`config.mk`:
```
export PLATFORM = sky130hd
export DESIGN_NAME = mem_interpreter
export DESIGN_NICKNAME = d
export VERILOG_FILES = /design/src/rtl/mem_interpreter.sv
export SDC_FILE = /design/constraint.sdc
export NUM_CORES = 1
export LEC_CHECK = 0
export BUFFER_PORTS_ARGS = -buffer_cell sky130_fd_sc_hd__buf_2
export CORE_MARGIN = 10
export CORE_UTILIZATION = 35
export DETAILED_ROUTE_END_ITERATION = 7
export PLACE_DENSITY = 0.69
export SETUP_SLACK_MARGIN = 0.2
export SLEW_MARGIN = 30
export SYNTH_ARGS = -nofsm -noshare
export SYNTH_HDL_FRONTEND = slang
export SYNTH_SLANG_ARGS = --single-unit
```
`constraint.sdc`:
```
create_clock -name clk -period 1.6 [get_ports clk]
set_input_delay 0.24 -clock clk [delete_from_list [all_inputs] [get_ports clk]]
set_output_delay 0.24 -clock clk [all_outputs]
set_load 0.02 [all_outputs]
```
`src/rtl/mem_interpreter.sv`:
```
// -----------------------------------------------------------------------------
// mem_interpreter
//
// Purpose:
//   Registered decoder between the top-level control FSM and two block RAMs.
//   The 2-bit mode request selects idle, fill block 1, fill block 2 or drain.
//   The decoder turns that request into port/write enables for the two blocks
//   and run enables for the serializer/deserializer. It also produces a
//   per-mode word address. Filling alternates between blocks (ping-pong), and
//   a drain always reads the block that was filled most recently.
//
// Ports:
//   clk        in   system clock, all state changes on the rising edge
//   reset      in   synchronous active-high reset, highest priority
//   memoryena  in   [1:0] mode request: 00 idle, 01 fill 1, 10 fill 2, 11 drain
//   block1ena  out  block 1 port enable
//   block1wea  out  block 1 write enable
//   block2ena  out  block 2 port enable
//   block2wea  out  block 2 write enable
//   seriena    out  serializer enable (drain active)
//   deseriena  out  deserializer enable (fill active)
//   addr       out  [ADDR_WIDTH-1:0] word address for the active block
//   done       out  one-cycle pulse when addr wraps while a mode is held
//
// Handshake:
//   There is no valid/ready pair. The requester holds memoryena for as many
//   cycles as it needs. Every output reflects the request sampled on the
//   previous rising edge, giving one cycle of latency.
// -----------------------------------------------------------------------------
module mem_interpreter #(
   parameter int ADDR_WIDTH = 10
) (
   input  logic                  clk,
   input  logic                  reset,
   input  logic [1:0]            memoryena,
   output logic                  block1ena,
   output logic                  block1wea,
   output logic                  block2ena,
   output logic                  block2wea,
   output logic                  seriena,
   output logic                  deseriena,
   output logic [ADDR_WIDTH-1:0] addr,
   output logic                  done
);

   typedef enum logic [1:0] {
      MODE_IDLE  = 2'b00,
      MODE_FILL1 = 2'b01,
      MODE_FILL2 = 2'b10,
      MODE_DRAIN = 2'b11
   } mode_t;

   // State registers
   mode_t                 r_mode_q;
   logic                  r_last_sel;    // 0: block 1 filled last, 1: block 2
   logic [ADDR_WIDTH-1:0] r_addr;
   logic                  r_done;
   logic                  r_block1ena;
   logic                  r_block1wea;
   logic                  r_block2ena;
   logic                  r_block2wea;
   logic                  r_seriena;
   logic                  r_deseriena;

   // Next-state values
   mode_t                 w_mode_d;
   logic                  w_mode_change;
   logic                  w_last_sel_d;
   logic [ADDR_WIDTH-1:0] w_addr_d;
   logic                  w_done_d;
   logic                  w_block1ena_d;
   logic                  w_block1wea_d;
   logic                  w_block2ena_d;
   logic                  w_block2wea_d;
   logic                  w_seriena_d;
   logic                  w_deseriena_d;

   always_comb begin
      w_mode_d      = mode_t'(memoryena);
      w_mode_change = (w_mode_d != r_mode_q);
      w_last_sel_d  = r_last_sel;
      w_addr_d      = '0;
      w_done_d      = 1'b0;
      w_block1ena_d = 1'b0;
      w_block1wea_d = 1'b0;
      w_block2ena_d = 1'b0;
      w_block2wea_d = 1'b0;
      w_seriena_d   = 1'b0;
      w_deseriena_d = 1'b0;

      // A fill is recorded as "last filled" on the edge where it ends. The
      // drain decode below uses this next-state value so that a direct
      // fill->drain transition already reads the block that was just filled.
      if ((r_mode_q == MODE_FILL1) && (w_mode_d != MODE_FILL1)) begin
         w_last_sel_d = 1'b0;
      end else if ((r_mode_q == MODE_FILL2) && (w_mode_d != MODE_FILL2)) begin
         w_last_sel_d = 1'b1;
      end

      // The address restarts on every mode change and counts while a
      // non-idle mode is held. done is raised only on a wrap in a held mode.
      if (!w_mode_change && (w_mode_d != MODE_IDLE)) begin
         w_addr_d = r_addr + ADDR_WIDTH'(1);
         w_done_d = (r_addr == '1);
      end

      case (w_mode_d)
         MODE_FILL1: begin
            w_block1ena_d = 1'b1;
            w_block1wea_d = 1'b1;
            w_deseriena_d = 1'b1;
         end
         MODE_FILL2: begin
            w_block2ena_d = 1'b1;
            w_block2wea_d = 1'b1;
            w_deseriena_d = 1'b1;
         end
         MODE_DRAIN: begin
            w_seriena_d   = 1'b1;
            w_block1ena_d = ~w_last_sel_d;
            w_block2ena_d = w_last_sel_d;
         end
         default: begin
         end
      endcase
   end

   always_ff @(posedge clk) begin
      if (reset) begin
         r_mode_q    <= MODE_IDLE;
         r_last_sel  <= 1'b0;
         r_addr      <= '0;
         r_done      <= 1'b0;
         r_block1ena <= 1'b0;
         r_block1wea <= 1'b0;
         r_block2ena <= 1'b0;
         r_block2wea <= 1'b0;
         r_seriena   <= 1'b0;
         r_deseriena <= 1'b0;
      end else begin
         r_mode_q    <= w_mode_d;
         r_last_sel  <= w_last_sel_d;
         r_addr      <= w_addr_d;
         r_done      <= w_done_d;
         r_block1ena <= w_block1ena_d;
         r_block1wea <= w_block1wea_d;
         r_block2ena <= w_block2ena_d;
         r_block2wea <= w_block2wea_d;
         r_seriena   <= w_seriena_d;
         r_deseriena <= w_deseriena_d;
      end
   end

   assign block1ena = r_block1ena;
   assign block1wea = r_block1wea;
   assign block2ena = r_block2ena;
   assign block2wea = r_block2wea;
   assign seriena   = r_seriena;
   assign deseriena = r_deseriena;
   assign addr      = r_addr;
   assign done      = r_done;

endmodule

```
==> summary.md <==
| Metric | Value |
|---|---|
| Outcome | `complete, no violations` |
| Max Fclk | `0.7482 GHz` |
| GR Util met1 | `0.07292` |
| Worst setup startpoint | `r_mode_q[0]` |
| Setup-failing EPs final | `0` |
| Critical path arrival | `1550 ps` |
| HP Class | `input pin to register` |
| Ports | `21` |
| Initial drt markers | `21` |
| Lkg Pwr | `0.0004369 µW` |
| Yosys cell types | `22` |
| First-pass GRT wire length | `2484 µm` |
| Mapped Area | `789.5 µm²` |
| Via density | `4.692` |
| Final min period | `1336 ps` |
| Min-delay src | `reset` |
| Starting Density | `0.3639` |
| Worst setup SP type | `register` |
| Unrepaired setup endpoints after global routing | `false` |
| CP Data Required Time | `1810 ps` |
| Vias in the first global route | `596` |
| Clock buffer count from CTS | `3` |
| Setup WS post-layout | `263.5 ps` |
| Max-Slew Margin vs Limit | `0.8178` |
| Synth area leaders | `dfxtp_1 (51%), ha_1 (7.9%), nor2_1 (3.8%), inv_1 (3.3%), xor2_1 (3.3%)` |
| Worst Setup Path Type | `register to register` |
| Antenna Cells | `0` |
| Clock Tree Buf Depth | `2` |
| Met2 Usage GRT | `0.1138` |
| I/O Buffers | `20` |
| Launching point of the worst reg2reg path | `r_mode_q[0]` |
| Post-synth top area share | `0.5071` |
| GR peak layer | `met2` |
| DIE HEIGHT | `67.50 µm` |
| Hpwl dp | `1177 µm` |
| Synth Register Bits | `20` |
| Most frequent cells in the layout | `buf_2 (20), dfxtp_1 (16), nor2_1 (8)` |
| Antenna violations before repair | `0` |
| Hold Buf Count CTS | `0` |
| H-tree levels | `1` |
| Mapped Cells | `79` |
| DRC | `0` |
| DR WL/cell | `11.13 µm` |
| Die area | `4556 µm²` |
| Worst-path clk slew | `100 ps` |
| Tcrit/Tclk final | `0.8353` |
| Max reg flops | `10` |
| Total global routing overflow | `0` |
| Power Dens Cells | `886.5 nW/µm²` |
| Hold Vio Cnt, Final | `0` |
| Worst slew pin tran | `273.3 ps` |
| Yosys warns | `0` |
| Layout cells sized above 1 | `0.3333` |
| Final #Nets | `115` |
| Synth area leader | `dfxtp_1` |
| Endpoint class of the critical path | `register` |
| Clock skew | `1.542 ps` |
| Clk Tree Root Cell | `clkbuf_4` |
| Commonest non-fill, non-tap cell in the layout | `buf_2` |
| Largest net degree at the start of global routing | `12` |
| Via count | `624` |
| Clock latency on the worst-skew pair | `290 ps` |
| Sequential area share after synthesis | `0.5071` |
| Area Overhead vs Synth | `24.09%` |
| Worst Path Max Fanout | `8` |
| Avg Inst Size Synth | `9.994 µm²` |
| CTS tree | `built` |
| Post-layout power | `868.5 µW` |
| VDD IR max | `0.0004129 V` |
| Die width | `67.50 µm` |
| Syn Nets | `88` |
| Antenna Nets Post-Route | `0` |
| Fin. max-slew vios | `0` |
| GRT Resource Usage Total | `0.06787` |
| Post-placement setup slack | `17.17 ps` |
| Total routed wirelength | `1480 µm` |
| Routing usage on met3 | `0.03306` |
| Initial DRT Pass Iterations | `2` |
| FP Rows | `17` |
| Final TNS setup | `0 ps` |
| RePlAce Congestion | `0.7054` |
| Final Util | `0.4516` |
| CORE AREA | `2170 µm²` |
| Clock Sinks | `20` |
| Max-cap viol count | `0` |
[stage by stage]
step | hold slack (ps) | cells | area (µm²)
finish | 198.6 | 133 | 979.7
global route | 195.5 | 133 | 979.7
CTS | 182.7 | 131 | 959.7
detailed placement | 442.3 | 127 | 923.4
global placement | 437.6 | 127 | 923.4
floorplan | 306.7 | 79 | 792.0
[final cells by class]
class	count	area (µm²)
multi-input cells	51	354.1
clock buffers	4	36.28
flip-flops and latches	20	405.4
inverters	7	26.28
fillers	224	1190
repair buffers	23	122.6
well taps	28	35.03
[synthesized netlist by cell type (all sizes together)]
master / count
dfxtp: 20
xor2: 3
o21bai: 2
a21o: 1
ha: 5
nor2: 8
a22oi: 1
a21oi: 5
nand4: 3
or4: 2
nand3: 4
nor2b: 3
o21ai: 4
or3: 4
buf: 1
nor4: 1
nand2b: 2
inv: 7
o31ai: 1
xnor2: 2
[report_power, final]
group	total (µW)	internal, µW	leakage [µW]	switching [µW]
sequential	519	512	0.000165	6.42
combinational	70.0	28.7	0.000251	41.3
clock	280	138	0.0000210	141
total	868	680	0.000437	189
[logic make-up after synthesis]
| family | after synthesis | synth area share |
|---|---|---|
| and+or+nand+nor | 27 | 0.2060 |
| AOI/OAI and AO/OA | 14 | 0.1046 |
| buffers and inverters | 8 | 0.04755 |
| xor gates and xnor gates | 5 | 0.05548 |
| adders and majority gates | 5 | 0.07924 |
| DFF | 20 | 0.5071 |
[worst paths after layout]
path / endpoint / slack [ps] / depth (start not counted)
worst max-delay path: done / 260 / 3
worst min register to register: addr[0] / 460 / 1
worst max register to register: done / 260 / 3
worst min-delay path: r_mode_q[0] / 200 / 2
[repair_timing]
action,in CTS,in global routing
resized for setup,0,3
setup endpoints to repair,0,5
hold endpoints to repair,0,0
setup buffers,0,2
[per-layer routing]
layer,share of wire,wire length [µm]
met5,0,0
met3,0.093,137
met2,0.44,644
met4,0,0
met1,0.47,698
[critical path, stage by stage (launching register included)]
cell and delay (ps):
dfxtp_2 340, xor2_1 130, or4_4 540, nor4_2 250
Power figures use the tool's default switching activity.
